## src/rtl/mem_pkg.sv

```systemverilog
// -----------------------------------------------------------------------------
// mem_pkg
// Shared definitions for the memory-access stage: bit positions inside the
// EX/MEM control bundle, field positions inside the EX/MEM data bundle,
// widths of the bundles handed to write-back, and the stage FSM encoding.
// -----------------------------------------------------------------------------
package mem_pkg;

   // MEM_CTRL = {memRead, memWrite, regWrite, memToReg, isDMByte, isDMHalf, isLOADS}
   localparam int MEM_CTRL_W   = 7;
   localparam int IDX_MEM_READ = 6;
   localparam int IDX_MEM_WRITE = 5;
   localparam int IDX_REG_WRITE = 4;
   localparam int IDX_MEM_TO_REG = 3;
   localparam int IDX_DM_BYTE  = 2;
   localparam int IDX_DM_HALF  = 1;
   localparam int IDX_LOADS    = 0;

   // MEM_DATA = {rw[4:0], EXout[31:0], storeData[31:0]}
   localparam int MEM_DATA_W   = 69;
   localparam int RW_LSB       = 64;
   localparam int EXOUT_LSB    = 32;
   localparam int SDATA_LSB    = 0;

   // Bundles consumed by write-back and by EX forwarding
   localparam int WB_CTRL_W    = 5;
   localparam int WB_DATA_W    = 69;
   localparam int BACK_W       = 38;

   typedef enum logic {
      IDLE = 1'b0,
      BUSY = 1'b1
   } mem_state_t;

   // Word-aligned address for the data-memory port.
   function automatic logic [31:0] word_addr(input logic [31:0] byte_addr);
      return {byte_addr[31:2], 2'b00};
   endfunction

endpackage

```

## src/rtl/mem_stage_dmst_align.sv

```systemverilog
// -----------------------------------------------------------------------------
// dmst_align
// Combinational store-lane steering for the data-memory port. Produces the
// byte enables and the lane-replicated write data for byte, half and word
// stores. Loads always read the full word (all enables set); sub-word
// extraction happens in write-back using EXout[1:0].
//
// Ports
//   i_addr_lo     in   2   EXout[1:0], byte offset within the word
//   i_is_byte     in   1   byte access
//   i_is_half     in   1   halfword access
//   i_mem_write   in   1   access is a store
//   i_store_data  in  32   register value to be stored
//   o_be          out  4   byte enables
//   o_wdata       out 32   replicated store data (0 for loads)
// -----------------------------------------------------------------------------
module dmst_align
   import mem_pkg::*;
(
   input  logic [1:0]  i_addr_lo,
   input  logic        i_is_byte,
   input  logic        i_is_half,
   input  logic        i_mem_write,
   input  logic [31:0] i_store_data,
   output logic [3:0]  o_be,
   output logic [31:0] o_wdata
);

   logic [3:0] w_byte_be;

   assign w_byte_be = 4'b0001 << i_addr_lo;

   always_comb begin
      o_be    = 4'b1111;
      o_wdata = 32'h0000_0000;
      if (i_mem_write) begin
         if (i_is_byte) begin
            o_be    = w_byte_be;
            o_wdata = {4{i_store_data[7:0]}};
         end else if (i_is_half) begin
            // address bit 0 is ignored for halfwords
            o_be    = i_addr_lo[1] ? 4'b1100 : 4'b0011;
            o_wdata = {2{i_store_data[15:0]}};
         end else begin
            o_be    = 4'b1111;
            o_wdata = i_store_data;
         end
      end
   end

endmodule

```

## src/rtl/mem_stage.sv

```systemverilog
// -----------------------------------------------------------------------------
// mem_stage
// Memory-access stage between the EX/MEM register and write-back. Issues one
// load or store at a time over a registered request/acknowledge port, stalls
// upstream while the access is outstanding, and owns the MEM/WB register.
//
//   state | meaning
//   ------+---------------------------------------------------------------
//   IDLE  | no access outstanding; non-memory ops pass to MEM/WB in 1 cycle,
//         | a memory op stalls and launches dm_req on the next edge
//   BUSY  | dm_req held with latched attributes; waiting for dm_ack
//
// Ports
//   clk          in   1   pipeline clock
//   rst          in   1   asynchronous reset, active low
//   in_valid     in   1   EX/MEM holds a valid instruction
//   MEM_CTRL     in   7   {memRead, memWrite, regWrite, memToReg,
//                          isDMByte, isDMHalf, isLOADS}
//   MEM_DATA     in  69   {rw, EXout, storeData}
//   dm_req       out  1   registered memory request
//   dm_we        out  1   1 = store
//   dm_addr      out 32   word-aligned address
//   dm_be        out  4   byte enables
//   dm_wdata     out 32   lane-replicated store data
//   dm_ack       in   1   access completes this cycle
//   dm_rdata     in  32   raw read word (valid with dm_ack on loads)
//   o_MEM_stall  out  1   hold EX/MEM and earlier stages
//   o_MEM_BACK   out 38   {regWrite & in_valid & !memRead, EXout, rw}
//   o_WB_CTRL    out  5   {regWrite, memToReg, isDMByte, isDMHalf, isLOADS}
//   o_WB_DATA    out 69   {rw, EXout, Dout}
// -----------------------------------------------------------------------------
module mem_stage
   import mem_pkg::*;
(
   input  logic                  clk,
   input  logic                  rst,
   input  logic                  in_valid,
   input  logic [MEM_CTRL_W-1:0] MEM_CTRL,
   input  logic [MEM_DATA_W-1:0] MEM_DATA,
   output logic                  dm_req,
   output logic                  dm_we,
   output logic [31:0]           dm_addr,
   output logic [3:0]            dm_be,
   output logic [31:0]           dm_wdata,
   input  logic                  dm_ack,
   input  logic [31:0]           dm_rdata,
   output logic                  o_MEM_stall,
   output logic [BACK_W-1:0]     o_MEM_BACK,
   output logic [WB_CTRL_W-1:0]  o_WB_CTRL,
   output logic [WB_DATA_W-1:0]  o_WB_DATA
);

   mem_state_t r_state;
   mem_state_t w_next_state;

   logic                 r_dm_req;
   logic                 r_dm_we;
   logic [31:0]          r_dm_addr;
   logic [3:0]           r_dm_be;
   logic [31:0]          r_dm_wdata;
   logic [WB_CTRL_W-1:0] r_wb_ctrl;
   logic [WB_DATA_W-1:0] r_wb_data;

   logic        w_mem_read;
   logic        w_mem_write;
   logic        w_reg_write;
   logic        w_mem_op;
   logic [4:0]  w_rw;
   logic [31:0] w_exout;
   logic [31:0] w_store_data;
   logic [3:0]  w_be;
   logic [31:0] w_wdata;
   logic [31:0] w_dout;
   logic [WB_CTRL_W-1:0] w_wb_ctrl_in;

   logic w_stall;
   logic w_issue;
   logic w_complete;
   logic w_wb_load;

   // ---------------------------------------------------------------------
   // Bundle decode
   // ---------------------------------------------------------------------
   assign w_mem_read   = MEM_CTRL[IDX_MEM_READ];
   assign w_mem_write  = MEM_CTRL[IDX_MEM_WRITE];
   assign w_reg_write  = MEM_CTRL[IDX_REG_WRITE];
   assign w_rw         = MEM_DATA[RW_LSB +: 5];
   assign w_exout      = MEM_DATA[EXOUT_LSB +: 32];
   assign w_store_data = MEM_DATA[SDATA_LSB +: 32];

   // memWrite wins when both memRead and memWrite are set
   assign w_mem_op = in_valid & (w_mem_read | w_mem_write);

   // A bubble presents an all-zero control bundle to write-back.
   assign w_wb_ctrl_in = in_valid ? MEM_CTRL[WB_CTRL_W-1:0] : '0;

   // Raw memory word only for a completing load; stores and ALU ops carry 0.
   assign w_dout = ((r_state == BUSY) && !w_mem_write) ? dm_rdata : 32'h0000_0000;

   // Loads that are still in flight cannot be forwarded, hence !memRead.
   assign o_MEM_BACK = {w_reg_write & in_valid & ~w_mem_read, w_exout, w_rw};

   // ---------------------------------------------------------------------
   // Store lane steering
   // ---------------------------------------------------------------------
   dmst_align u_dmst_align (
      .i_addr_lo    (w_exout[1:0]),
      .i_is_byte    (MEM_CTRL[IDX_DM_BYTE]),
      .i_is_half    (MEM_CTRL[IDX_DM_HALF]),
      .i_mem_write  (w_mem_write),
      .i_store_data (w_store_data),
      .o_be         (w_be),
      .o_wdata      (w_wdata)
   );

   // ---------------------------------------------------------------------
   // FSM
   // ---------------------------------------------------------------------
   always_ff @(posedge clk or negedge rst) begin
      if (!rst) begin
         r_state <= IDLE;
      end else begin
         r_state <= w_next_state;
      end
   end

   always_comb begin
      w_next_state = r_state;
      w_stall      = 1'b0;
      w_issue      = 1'b0;
      w_complete   = 1'b0;
      w_wb_load    = 1'b0;
      case (r_state)
         IDLE: begin
            if (w_mem_op) begin
               w_stall      = 1'b1;
               w_issue      = 1'b1;
               w_next_state = BUSY;
            end else begin
               w_wb_load    = 1'b1;
            end
         end
         BUSY: begin
            w_stall = ~dm_ack;
            if (dm_ack) begin
               w_complete   = 1'b1;
               w_wb_load    = 1'b1;
               w_next_state = IDLE;
            end
         end
         default: begin
            w_next_state = IDLE;
         end
      endcase
   end

   assign o_MEM_stall = w_stall;

   // ---------------------------------------------------------------------
   // Request registers: attributes latched at issue and held through BUSY
   // ---------------------------------------------------------------------
   always_ff @(posedge clk or negedge rst) begin
      if (!rst) begin
         r_dm_req   <= 1'b0;
         r_dm_we    <= 1'b0;
         r_dm_addr  <= 32'h0000_0000;
         r_dm_be    <= 4'h0;
         r_dm_wdata <= 32'h0000_0000;
      end else if (w_issue) begin
         r_dm_req   <= 1'b1;
         r_dm_we    <= w_mem_write;
         r_dm_addr  <= word_addr(w_exout);
         r_dm_be    <= w_be;
         r_dm_wdata <= w_wdata;
      end else if (w_complete) begin
         r_dm_req   <= 1'b0;
      end
   end

   assign dm_req   = r_dm_req;
   assign dm_we    = r_dm_we;
   assign dm_addr  = r_dm_addr;
   assign dm_be    = r_dm_be;
   assign dm_wdata = r_dm_wdata;

   // ---------------------------------------------------------------------
   // MEM/WB register: every cycle not loading an instruction loads a bubble
   // ---------------------------------------------------------------------
   always_ff @(posedge clk or negedge rst) begin
      if (!rst) begin
         r_wb_ctrl <= '0;
         r_wb_data <= '0;
      end else if (w_wb_load) begin
         r_wb_ctrl <= w_wb_ctrl_in;
         r_wb_data <= {w_rw, w_exout, w_dout};
      end else begin
         r_wb_ctrl <= '0;
         r_wb_data <= '0;
      end
   end

   assign o_WB_CTRL = r_wb_ctrl;
   assign o_WB_DATA = r_wb_data;

endmodule
```

## config.mk

```make
export PLATFORM = sky130hd
export DESIGN_NAME = mem_stage
export DESIGN_NICKNAME = d
export VERILOG_FILES = /design/src/rtl/mem_pkg.sv /design/src/rtl/mem_stage_dmst_align.sv /design/src/rtl/mem_stage.sv
export SDC_FILE = /design/constraint.sdc
export NUM_CORES = 1
export LEC_CHECK = 0
export ABC_AREA = 1
export BUFFER_PORTS_ARGS = -buffer_cell sky130_fd_sc_hd__buf_2
export CORE_ASPECT_RATIO = 1.5
export CORE_UTILIZATION = 47
export CTS_BUF_LIST = sky130_fd_sc_hd__clkbuf_16
export DETAILED_ROUTE_END_ITERATION = 10
export HOLD_SLACK_MARGIN = 0.15
export PLACE_DENSITY = 0.91
export SYNTH_ARGS = -nofsm -noshare
export SYNTH_HDL_FRONTEND = slang
export SYNTH_HIERARCHICAL = 1
export SYNTH_SLANG_ARGS = --single-unit
export TNS_END_PERCENT = 5
```

## constraint.sdc

```tcl
create_clock -name clk -period 1.5 [get_ports clk]
set_input_delay 0.3 -clock clk [delete_from_list [all_inputs] [get_ports clk]]
set_output_delay 0.3 -clock clk [all_outputs]
set_load 0.02 [all_outputs]
```

==> impl.org <==
** Timing
- The total count of max-transition violations in the final report came to 0.
- In the finished design, the share of the clock period the worst path needs comes to 1.02.
- Final Hold Viols :: 0
- Final worst path period need :: 1.54 ns
- Smallest setup slack after layout :: -0.0369 ns
- Final Setup Violations :: 1
- Post-Route Skew :: 0.0111 ns
- Setup repair after global routing could not meet its margin everywhere.
- Timing would allow up to 651 MHz.

** Route
- Once detail routing completed, the nets flagged for antenna violations numbered 0.
- Vias/cell :: 4.99
- The detailed router placed 5955 vias in this run.
- For this block, the initial DRC count from the detailed router was 227.
- Number of iterations in the first detailed-routing pass :: 4
- The routed design has 19600 microns of wire.
- Post-detailed-route DRC marker count :: 0
- WL/cell :: 16.4 microns

** Setup path
- STA classifies the critical path endpoint as a primary output.
- Slowest cell delay on critical path :: 0.42 ns
- Most frequent CP cell :: nand2_4
- By startpoint and endpoint, the worst setup path is classified as reg2out.
- Crit start category :: flip-flop
- Buffering stage count on the worst path with inverters included :: 1
- Along the worst path, the maximum fanout reaches 3.
- At the worst endpoint, the arrival time is 1.24 ns.
- Walking the worst path, the cells encountered are nor2_4 -> nand2_4 -> nand2_4 -> buf_6.
- Worst path top cell family by delay :: flip-flops
- STA puts the critical path data required time at 1.20 ns.
- Slowest CP cell :: dfrtp_1

** Final layout
- Fraction of final layout cells with drive strength greater than 1 :: 0.375
- Leaving out fill and tap cells, the most frequent cell in the layout is buf_2.
- The area growth from synthesis to layout is 42.7%.
- Fillers :: 975
- The repair_antennas step left the layout with diodes totalling 0.
- In the layout the commonest cells are 287 x buf_2, 188 x nand2_1, 143 x dfrtp_1.
- Area of all sequential standard cells :: 0.00358 sq mm
- Area taken by multi-input logic gates :: 0.00183 sq mm
- The final layout contains 1134 nets.

** Yosys
- Largest area contributor in the synthesized netlist :: dfrtp_1
- Arithmetic-cell share of the synthesized area counting full adders, half adders and majority gates :: 0
- Synthesis instantiated 25 different standard cells from the library.
- Area share of the largest cell type after synthesis :: 0.571
- Synthesis produced a netlist whose cell count is 704.
- The mapped netlist covers 0.00626 sq mm.
- Total of flip-flops plus latches after synthesis :: 143
- Of the total synthesized cell area, the portion taken by AND, OR, NAND and NOR gates is 0.255.
- Area contributors post-synth :: dfrtp_1 57%, nand2_1 11%, buf_4 5.3%
- Fraction of the mapped netlist area in compound gates :: 0.0328
- Total of warnings raised by yosys :: 6
- Mapped Avg Cell Area :: 8.90 sq um
- Largest family of logic cells by synthesized area :: simple AND/OR/NAND/NOR gates
- Of the synthesized area, sequential elements account for 0.571.
- Post-Synth XOR/XNOR Area :: 0
- The portion of synthesized area spent on multiplexers is 0.

** Global route
- Via count of the first global-routing pass :: 5836
- Wire length of the first global-routing pass :: 29200 microns
- Met3 track utilization from global routing :: 0.0751
- Across every metal layer, demand over resource in global routing totals 0.287.
- Global Route met1 Usage :: 0.294
- Pin count of the biggest net entering global routing :: 53
- Met2 usage in global routing :: 0.495
- The layer flagged by global routing as most heavily used is met2.
- Initial antenna violation count :: 0
- Remaining global-route overflow :: 0

** Job
- The tool flagged a number of max-cap violations equal to 0.

** Power and ir drop
- VDD IR-drop max :: 0.663 mV
- In this run the power density over the cells is 1330 mW/mm^2.
- Design Power :: 0.0119 W
- For this design the static power due to leakage is 5.40 nW.

** Placed design
- Before CTS, the worst setup slack after placement is 0.150 ns.
- Detailed placement finished with a half-perimeter wire length of 12700 microns.
- Routability-driven placement finished with a final weighted congestion of 0.782.
- The count of buffers added on input and output ports is 292.

** Hold path
- Hold/Removal Path Class :: in2reg

** Clocking
- In this run, CTS created clock tree buffers numbering 17.
- The clock tree synthesis step divided the H-tree into 4 levels.
- The tree built by TritonCTS fans out to 143 sinks.
- Counting along the longest clock path gives a buffer depth of 2.
- TritonCTS clock tree :: built
- Insertion delay of the later-clocked pin in the worst-skew pair :: 0.41 ns
- Clock root buffer :: clkbuf_16
- CTS clock-pin slew for the worst setup and hold paths :: 0.07 ns

** Outcome
- Result of the run :: complete, but fails checks
- Violations in the final reports :: setup timing

** Floorplan
- Core area :: 0.0130 sq mm
- Measured along the x axis, the die boundary spans 96.3 microns.
- Die footprint :: 0.0138 sq mm
- I/O pins :: 295
- For this configuration, the core starts out at a cell density of 0.481.
- Die Ht :: 143 microns
- Row count :: 51
==> power breakdown <==
part	internal [W]	leakage (nW)	switching (W)
clock network	0.00281	0.304	0.00169
registers	0.00436	1.85	0.000246
logic	0.000957	3.25	0.00187
==> flip-flops by register name (all words and copies together) (netlist names) <==
register   cells
dm_addr       30
dm_be          4
dm_req         1
dm_wdata      32
dm_we          1
o_WB_CTRL      5
o_WB_DATA     69
r_state        1
==> cells in the mapped netlist <==
cell type  instances
inv_6              2
o21ai_2            2
o211ai_1           4
nand2_1          189
inv_1             81
buf_1              3
buf_12             1
buf_6              4
inv_8              1
conb_1             1
nor2_4             1
dfrtp_1          143
nand4_1           32
nor2_8             1
clkbuf_1          15
nor2_1            51
buf_2             14
nand3_1           66
nand2_2           14
nor2_2             8
a21oi_1            6
inv_2              3
o21ai_1            8
a21oi_2           10
buf_4             44
==> cell families (layout without fill, tap and decap cells) <==
kind of cell | after synthesis | count (layout)
other | 1 | 2
flip-flops | 143 | 143
AO/OA/AOI/OAI | 30 | 30
AND/OR/NAND/NOR | 362 | 362
buffers and inverters | 168 | 498
==> timing repair <==
action	CTS	global route
endpoints found under the hold margin	215	1
pin swaps	3	3
buffers inserted	3	2
setup endpoints to repair	1	4
hold buffers	64	1
gates resized for setup	4	4
==> layout make-up <==
| cell class | count | share of cell area |
|---|---|---|
| sequential | 143 | 0.400 |
| timing repair buffer | 379 | 0.264 |
| multi-input combinational | 394 | 0.204 |
| clock buffer | 17 | 0.0476 |
| inverter | 87 | 0.0385 |
| clock inverter | 15 | 0.0232 |
| tap | 159 | 0.0222 |
==> per-layer routing <==
metal,vias up,part of all wire
li1,2779,-
met1,2783,0.34
met2,315,0.54
met3,78,0.060
met4,0,0.058
met5,-,0
==> tightest hold or removal path: stages <==
cell	delay, ns
buf_2	0.11
nand4_1	0.08
inv_1	0.05
==> worst paths after layout <==
check | from | end | slack, ns | depth (start not counted)
setup / recovery | r_state$_DFF_PN0_ | o_MEM_stall | -0.04 | 4
hold / removal | dm_rdata[10] | o_WB_DATA[10]$_DFF_PN0_ | 0.16 | 3
setup reg to reg | r_state$_DFF_PN0_ | dm_addr[25]$_DFFE_PN0P_ | 0.11 | 7
hold reg to reg | dm_addr[22]$_DFFE_PN0P_ | dm_addr[22]$_DFFE_PN0P_ | 0.47 | 2
max in group asynchronous | rst | o_WB_DATA[30]$_DFF_PN0_ | 0.61 | 3
min in group asynchronous | rst | o_WB_DATA[67]$_DFF_PN0_ | 0.34 | 2
==> metrics by stage <==
step	TNS (ns)	utilization	cell area, sq um	cells	hold WS [ns]
final	-0.0369	0.687	8940	1194	0.161
after global routing	-0.103	0.687	8940	1194	0.155
after global placement	0	0.583	7590	1092	0.199
after floorplan	0	-	6270	705	0.00441
after CTS	-0.0733	0.684	8910	1191	0.151
after detailed placement	0	0.583	7590	1092	0.200
Note: power is estimated with default switching activity, not from simulation.
